File: src/rtl/fb_pkg.sv
// Shared types and defaults for the framebuffer memory arbiter.
// This package covers the bus states, the requester identities and the default sizes.
package fb_pkg;

  localparam int unsigned FB_AW    = 20;
  localparam int unsigned FB_BURST = 16;

  typedef enum logic [1:0] {
    IDLE     = 2'd0,
    RD_BURST = 2'd1,
    WR_BURST = 2'd2
  } fb_state_e;

  typedef enum logic {
    REQ_RD = 1'b0,
    REQ_WR = 1'b1
  } fb_req_e;

endpackage

File: src/rtl/fb_mem_arbiter_if.sv
// This interface groups the display-read, frame-write and memory-bus signals of the arbiter.
// The master modport is the arbiter's view, because it masters the memory bus.
// The slave modport is the view used by the requesters and the memory.
interface fb_mem_arbiter_if #(
  parameter int unsigned AW    = 20,
  parameter int unsigned DW    = 32,
  parameter int unsigned LVL_W = 10
);

  logic             rd_req;
  logic [AW-1:0]    rd_addr;
  logic [LVL_W-1:0] rd_level;
  logic             rd_gnt;
  logic             rd_valid;
  logic [DW-1:0]    rd_data;

  logic             wr_req;
  logic [AW-1:0]    wr_addr;
  logic [DW-1:0]    wr_data;
  logic             wr_gnt;
  logic             wr_ready;

  logic             mem_cyc;
  logic             mem_stb;
  logic             mem_we;
  logic [AW-1:0]    mem_adr;
  logic [DW-1:0]    mem_dat_o;
  logic             mem_ack;
  logic [DW-1:0]    mem_dat_i;

  modport master (
    input  rd_req, rd_addr, rd_level,
    output rd_gnt, rd_valid, rd_data,
    input  wr_req, wr_addr, wr_data,
    output wr_gnt, wr_ready,
    output mem_cyc, mem_stb, mem_we, mem_adr, mem_dat_o,
    input  mem_ack, mem_dat_i
  );

  modport slave (
    output rd_req, rd_addr, rd_level,
    input  rd_gnt, rd_valid, rd_data,
    output wr_req, wr_addr, wr_data,
    input  wr_gnt, wr_ready,
    input  mem_cyc, mem_stb, mem_we, mem_adr, mem_dat_o,
    output mem_ack, mem_dat_i
  );

endinterface

File: src/rtl/fb_burst_counter.sv
// This module is the beat counter and word-address incrementer for one burst.
// Loading it restarts at beat 0. Each advance steps the beat and the address. last_o flags the final beat.
module fb_burst_counter #(
  parameter int unsigned AW    = 20,
  parameter int unsigned BURST = 16
) (
  input  logic          clk_i,
  input  logic          rst_ni,
  input  logic          load_i,
  input  logic [AW-1:0] addr_i,
  input  logic          advance_i,
  output logic [AW-1:0] addr_o,
  output logic          last_o
);

  localparam int unsigned BW = $clog2(BURST);

  logic [BW-1:0] beat_q;
  logic [AW-1:0] addr_q;

  // The address wraps modulo 2^AW without any special handling.
  always_ff @(posedge clk_i or negedge rst_ni) begin
    if (!rst_ni) begin
      beat_q <= '0;
      addr_q <= '0;
    end else if (load_i) begin
      beat_q <= '0;
      addr_q <= addr_i;
    end else if (advance_i) begin
      beat_q <= beat_q + BW'(1);
      addr_q <= addr_q + AW'(1);
    end
  end

  assign addr_o = addr_q;
  assign last_o = (beat_q == BW'(BURST - 1));

endmodule

File: src/rtl/fb_mem_arbiter.sv
// This module arbitrates between display reads and frame writes for one framebuffer bus.
// An urgent display read wins outright. Otherwise the two requesters alternate round-robin.
module fb_mem_arbiter
  import fb_pkg::*;
#(
  parameter int unsigned AW     = FB_AW,
  parameter int unsigned DW     = 32,
  parameter int unsigned BURST  = FB_BURST,
  parameter int unsigned LVL_W  = 10,
  parameter int unsigned LOW_WM = 64
) (
  input logic               pixel_clk,
  input logic               pixel_rst_n,
  fb_mem_arbiter_if.master  bus
);

  fb_state_e        state_q, state_d;
  fb_req_e          last_q, last_d;
  logic             rdGnt_q, rdGnt_d;
  logic             wrGnt_q, wrGnt_d;
  logic             load;
  logic [AW-1:0]    loadAddr;
  logic             lastBeat;
  logic             inBurst;
  logic             urgent;
  logic             pickRd;
  logic [LVL_W-1:0] level;

  assign level   = bus.rd_level;
  assign urgent  = bus.rd_req && (32'(level) < LOW_WM);
  assign pickRd  = bus.rd_req && (urgent || !bus.wr_req || (last_q == REQ_WR));
  assign inBurst = (state_q != IDLE);

  // Arbitration only happens in IDLE. Inside a burst, only the final acknowledged beat matters.
  always_comb begin
    state_d  = state_q;
    last_d   = last_q;
    rdGnt_d  = 1'b0;
    wrGnt_d  = 1'b0;
    load     = 1'b0;
    loadAddr = '0;
    case (state_q)
      IDLE: begin
        if (pickRd) begin
          state_d  = RD_BURST;
          last_d   = REQ_RD;
          rdGnt_d  = 1'b1;
          load     = 1'b1;
          loadAddr = bus.rd_addr;
        end else if (bus.wr_req) begin
          state_d  = WR_BURST;
          last_d   = REQ_WR;
          wrGnt_d  = 1'b1;
          load     = 1'b1;
          loadAddr = bus.wr_addr;
        end
      end
      RD_BURST, WR_BURST: begin
        if (bus.mem_ack && lastBeat) state_d = IDLE;
      end
      default: state_d = IDLE;
    endcase
  end

  always_ff @(posedge pixel_clk or negedge pixel_rst_n) begin
    if (!pixel_rst_n) begin
      state_q <= IDLE;
      last_q  <= REQ_WR;
      rdGnt_q <= 1'b0;
      wrGnt_q <= 1'b0;
    end else begin
      state_q <= state_d;
      last_q  <= last_d;
      rdGnt_q <= rdGnt_d;
      wrGnt_q <= wrGnt_d;
    end
  end

  fb_burst_counter #(
    .AW    (AW),
    .BURST (BURST)
  ) u_counter (
    .clk_i     (pixel_clk),
    .rst_ni    (pixel_rst_n),
    .load_i    (load),
    .addr_i    (loadAddr),
    .advance_i (bus.mem_ack && inBurst),
    .addr_o    (bus.mem_adr),
    .last_o    (lastBeat)
  );

  assign bus.rd_gnt    = rdGnt_q;
  assign bus.wr_gnt    = wrGnt_q;
  assign bus.mem_cyc   = inBurst;
  assign bus.mem_stb   = inBurst;
  assign bus.mem_we    = (state_q == WR_BURST);
  assign bus.rd_valid  = bus.mem_ack && (state_q == RD_BURST);
  assign bus.wr_ready  = bus.mem_ack && (state_q == WR_BURST);
  assign bus.rd_data   = bus.mem_dat_i;
  assign bus.mem_dat_o = DW'(bus.wr_data);

endmodule

File: src/flat_wrapper.sv
// flat-port wrapper written by rule: the top's interface ports become plain ports
module fb_mem_arbiter_flat import fb_pkg::*;
#(
  parameter int unsigned AW     = FB_AW,
  parameter int unsigned DW     = 32,
  parameter int unsigned BURST  = FB_BURST,
  parameter int unsigned LVL_W  = 10,
  parameter int unsigned LOW_WM = 64
)
  (pixel_clk, pixel_rst_n, bus_rd_req, bus_rd_addr, bus_rd_level, bus_rd_gnt, bus_rd_valid, bus_rd_data, bus_wr_req, bus_wr_addr, bus_wr_data, bus_wr_gnt, bus_wr_ready, bus_mem_cyc, bus_mem_stb, bus_mem_we, bus_mem_adr, bus_mem_dat_o, bus_mem_ack, bus_mem_dat_i);
  fb_mem_arbiter_if #(.AW(AW), .DW(DW), .LVL_W(LVL_W)) bus_i ();
  input logic pixel_clk;
  input logic pixel_rst_n;
  input wire logic [$bits(bus_i.rd_req)-1:0] bus_rd_req;
  input wire logic [$bits(bus_i.rd_addr)-1:0] bus_rd_addr;
  input wire logic [$bits(bus_i.rd_level)-1:0] bus_rd_level;
  output wire logic [$bits(bus_i.rd_gnt)-1:0] bus_rd_gnt;
  output wire logic [$bits(bus_i.rd_valid)-1:0] bus_rd_valid;
  output wire logic [$bits(bus_i.rd_data)-1:0] bus_rd_data;
  input wire logic [$bits(bus_i.wr_req)-1:0] bus_wr_req;
  input wire logic [$bits(bus_i.wr_addr)-1:0] bus_wr_addr;
  input wire logic [$bits(bus_i.wr_data)-1:0] bus_wr_data;
  output wire logic [$bits(bus_i.wr_gnt)-1:0] bus_wr_gnt;
  output wire logic [$bits(bus_i.wr_ready)-1:0] bus_wr_ready;
  output wire logic [$bits(bus_i.mem_cyc)-1:0] bus_mem_cyc;
  output wire logic [$bits(bus_i.mem_stb)-1:0] bus_mem_stb;
  output wire logic [$bits(bus_i.mem_we)-1:0] bus_mem_we;
  output wire logic [$bits(bus_i.mem_adr)-1:0] bus_mem_adr;
  output wire logic [$bits(bus_i.mem_dat_o)-1:0] bus_mem_dat_o;
  input wire logic [$bits(bus_i.mem_ack)-1:0] bus_mem_ack;
  input wire logic [$bits(bus_i.mem_dat_i)-1:0] bus_mem_dat_i;
  assign bus_i.rd_req = bus_rd_req;
  assign bus_i.rd_addr = bus_rd_addr;
  assign bus_i.rd_level = bus_rd_level;
  assign bus_rd_gnt = bus_i.rd_gnt;
  assign bus_rd_valid = bus_i.rd_valid;
  assign bus_rd_data = bus_i.rd_data;
  assign bus_i.wr_req = bus_wr_req;
  assign bus_i.wr_addr = bus_wr_addr;
  assign bus_i.wr_data = bus_wr_data;
  assign bus_wr_gnt = bus_i.wr_gnt;
  assign bus_wr_ready = bus_i.wr_ready;
  assign bus_mem_cyc = bus_i.mem_cyc;
  assign bus_mem_stb = bus_i.mem_stb;
  assign bus_mem_we = bus_i.mem_we;
  assign bus_mem_adr = bus_i.mem_adr;
  assign bus_mem_dat_o = bus_i.mem_dat_o;
  assign bus_i.mem_ack = bus_mem_ack;
  assign bus_i.mem_dat_i = bus_mem_dat_i;
  fb_mem_arbiter #(.AW(AW), .DW(DW), .BURST(BURST), .LVL_W(LVL_W), .LOW_WM(LOW_WM)) u_core (.pixel_clk(pixel_clk), .pixel_rst_n(pixel_rst_n), .bus(bus_i));
endmodule
File: config.mk
export PLATFORM = sky130hd
export DESIGN_NAME = fb_mem_arbiter_flat
export DESIGN_NICKNAME = d
export VERILOG_FILES = /design/src/rtl/fb_pkg.sv /design/src/rtl/fb_mem_arbiter_if.sv /design/src/rtl/fb_burst_counter.sv /design/src/rtl/fb_mem_arbiter.sv /design/src/flat_wrapper.sv
export SDC_FILE = /design/constraint.sdc
export NUM_CORES = 1
export LEC_CHECK = 0
export ABC_CLOCK_PERIOD_IN_PS = 2570
export CAP_MARGIN = 20
export CORE_AREA = 2 2 82 84
export CTS_CLUSTER_DIAMETER = 100
export CTS_CLUSTER_SIZE = 8
export DETAILED_ROUTE_END_ITERATION = 7
export DIE_AREA = 0 0 84 86
export DONT_BUFFER_PORTS = 1
export SETUP_SLACK_MARGIN = 0.1
export SLEW_MARGIN = 20
export SYNTH_ARGS = -nofsm -noshare
export SYNTH_HDL_FRONTEND = slang
export SYNTH_SLANG_ARGS = --single-unit
File: constraint.sdc
create_clock -name pixel_clk -period 2.57 [get_ports pixel_clk]
set_clock_uncertainty 0.05 [all_clocks]
set_input_delay 0.1285 -clock pixel_clk [delete_from_list [all_inputs] [get_ports pixel_clk]]
set_output_delay 0.1285 -clock pixel_clk [all_outputs]
set_load 0.1 [all_outputs]
==> results.md <==
* Status: completed
* WP data arrival at 2360 ps
* # port buffers at 0
* DIE AREA at 7220 um2
* CP cell instances: inv_1, ha_1, buf_4, o21ai_2, a221oi_1, dlygate4sd3_1, nor2_1
* Critical Path Max Stage Delay at around 600 ps
* Max-slew violations at 0
* Clk slew on worst S/H paths at 80 ps
* Placed wire-length estimate at 5210 um
* Initial antenna violation count at 0
* Tmin final at 2220 ps
* WL final at between 6000 and 7000 um
* Maximum clock path buffer count at 2
* Worst reg2reg path startpoint: u_core.state_q[0]
* Vias in the first global route at 2022
* TritonCTS Sinks at 29
* GR Util met2 at 29.9%
* Post-cts resize count at 0
* Number of enable flip-flop cells after synthesis at 0
* Critical Path Sink Type: flip-flop
* Hold Crit Start: bus_wr_addr[1]
* I/O pin count at 210
* Commonest non-fill, non-tap cells in the layout: buf_4 (32), dfrtp_1 (28), nor2_1 (20)
* Post-route DRC at 0
* Req. time, crit path at 2710 ps
* Largest net degree at the start of global routing at 30
* Number of synthesis warnings at 0
* Slew @ Worst Pin at roughly 860 ps
* Final non-filler cell total at 346
* Gr busiest metal: met2
* Vias/cell at 5.80
* Post-CTS Hold Buffers at 15
* Pwr Density at 1750 nW/um2
* Layout area overhead at 3.63%
* Post-route ant nets at 0
* Maxcap violations at 0
* Setup Fix Bufs, Post-CTS at 0
* Critical path origin: u_core.state_q[0]
* Gr ovfl total at 0
* Synth Cell Area at 2480 um2
* Area of the core at 6280 um2
* Hold crit path type: input pin to flip-flop
* Max FO, Critical Path at 20
* Fmax at 451 MHz
* Ant diodes at 0
* Asr flop ratio synth at 100%
* Post-synthesis register bit count at 29
* Via count at 2006
* Placed Cells incl. Taps at 323
* Gp weighted congestion at 0.831
* Final hold vios at 0
* Met1 global-route usage at between 20% and 30%
* Total GRT Usage at around a fifth
* Worst Path Buf+Inv at 3
* Syn Inst Count at 289
* Iteration-0 DRC Markers at 115
* Reg2reg end: u_core.u_counter.addr_o[5]
* Synth unique cells at 52
* R2r setup slk at 350 ps
* Die X at 84 um
* CTS tree: done
* Initial Utilization at 39.5%
* Lkg Pwr at approximately 1.1 nW
* Hold EP: u_core.u_counter.addr_o[1]
* Htree depth at 2
* Crit start category: flip-flop
* Fin Setup TNS at 0 ps
* Met3 Resource Use GR at 8.18%
* Most common cell after layout, fill and taps aside: buf_4
* WL/cell at 20.1 um
* Post-route clock period utilization at a little under nine tenths
* Final setup viols at 0
* Top delay family on crit path: buffers and inverters
* DRT Pass-1 Iters at 6
* RSZ-0062 raised after global routing: no
* Sequential area share after synthesis at a little under 30%
* Max IR drop VDD at 1.04 mV
* Slew HR at 42.7%
* Hold depth at 2
* Nets@finish at 392
* Ys flop type: dfrtp_1
* CTS buffer count at 5
* R2R cell count at 7
* # fillers at 637
* Proportion of layout cells with a drive suffix above 1 at approximately a fifth
* Critical path type: flip-flop to flip-flop
* Standard-cell rows at 29
* First-pass GRT wire length at between 10000 and 15000 um
* Clk Latency, worst-skew pair at 290 ps
* Syn nets at 413
* Worst path slowest cell: dlygate4sd3_1
* Syn avg cell area at 8.58 um2
* Clk root buf: clkbuf_8
* Overall die height at 86 um
## through the flow
step / hold WS, ps / cell area, um2 / util, % / power, W / worst slack, ps
2_1_floorplan: -217 / 2480 / - / 0.00370 / 110
3_3_place_gp: -216 / 2280 / 36.3 / 0.00384 / 516
3_5_place_dp: -216 / 2280 / 36.3 / 0.00387 / 477
4_1_cts: 2.00 / 2570 / 40.9 / 0.00452 / 338
5_1_grt: 20.7 / 2570 / 40.9 / 0.00474 / 210
6_report: 2.40 / 2570 / 40.9 / 0.00450 / 351
## power by group
part	total, W	switching, W	internal (W)
clock network	0.000586	0.000200	0.000385
registers	0.000910	0.000246	0.000664
logic	0.00300	0.00226	0.000742
total	0.00450	0.00271	0.00179
## per-layer routing
metal	vias up	part of all wire, %
li1	947	-
met1	940	42
met2	93	46
met3	26	10
met4	0	2.1
met5	-	0
## final cells by class
cell class / instances / area, um2 / area share [%]
clock buffers: 5 / 68.8 / 2.68
clock inverters: 3 / 65.1 / 2.53
inverters: 13 / 53.8 / 2.09
multi-input cells: 172 / 1160 / 45.1
flip-flops and latches: 29 / 727 / 28.3
well taps: 77 / 96.3 / 3.75
repair buffers: 47 / 400 / 15.6
## registers in the layout, summed over array words and instances (netlist names)
signal	cells
u_core.u_counter.addr_o	20
u_core.u_counter.beat_q	4
u_core.bus.wr_gnt	1
u_core.state_q	2
u_core.last_q	1
u_core.bus.rd_gnt	1
## synthesized netlist by cell type (4+ instances only)
master	count	share of area [%]
o21ai_0	12	2.4
nor4_1	4	1.0
dfrtp_1	28	28
nand2_1	16	2.4
nor2_1	20	3.0
a21oi_1	9	1.8
nand3_1	9	1.8
xor2_1	5	1.8
clkbuf_1	4	0.61
ha_1	5	2.5
nand4_1	5	1.3
o22ai_1	11	2.8
o221ai_1	4	1.4
inv_1	12	1.8
nor2b_1	5	1.3
a221oi_1	6	2.1
nor3_1	8	1.6
buf_4	68	21
mux2i_1	6	2.4
## logic make-up after synthesis
group / synth area share, %
adders and majority gates: 2.52
buffers and inverters: 24.0
muxes: 2.42
AOI/OAI and AO/OA: 20.7
DFF: 29.3
and+or+nand+nor: 19.3
xor gates and xnor gates: 1.77
## worst max path at each step
stage | to | cells after the start
3_3_place_gp | u_core.u_counter.addr_o[11] | 7
6_report | u_core.u_counter.addr_o[5] | 7
4_1_cts | u_core.u_counter.addr_o[5] | 7
5_1_grt | u_core.u_counter.addr_o[5] | 8
2_1_floorplan | u_core.u_counter.addr_o[12] | 6
3_5_place_dp | u_core.u_counter.addr_o[15] | 7
## worst register-to-register path: stages, from the launching register on
cell and delay (ps):
dfrtp_1 390, inv_1 110, ha_1 170, buf_4 280, o21ai_2 240, a221oi_1 250, dlygate4sd3_1 590, nor2_1 50
No activity file was read; power rests on OpenSTA's default activity.
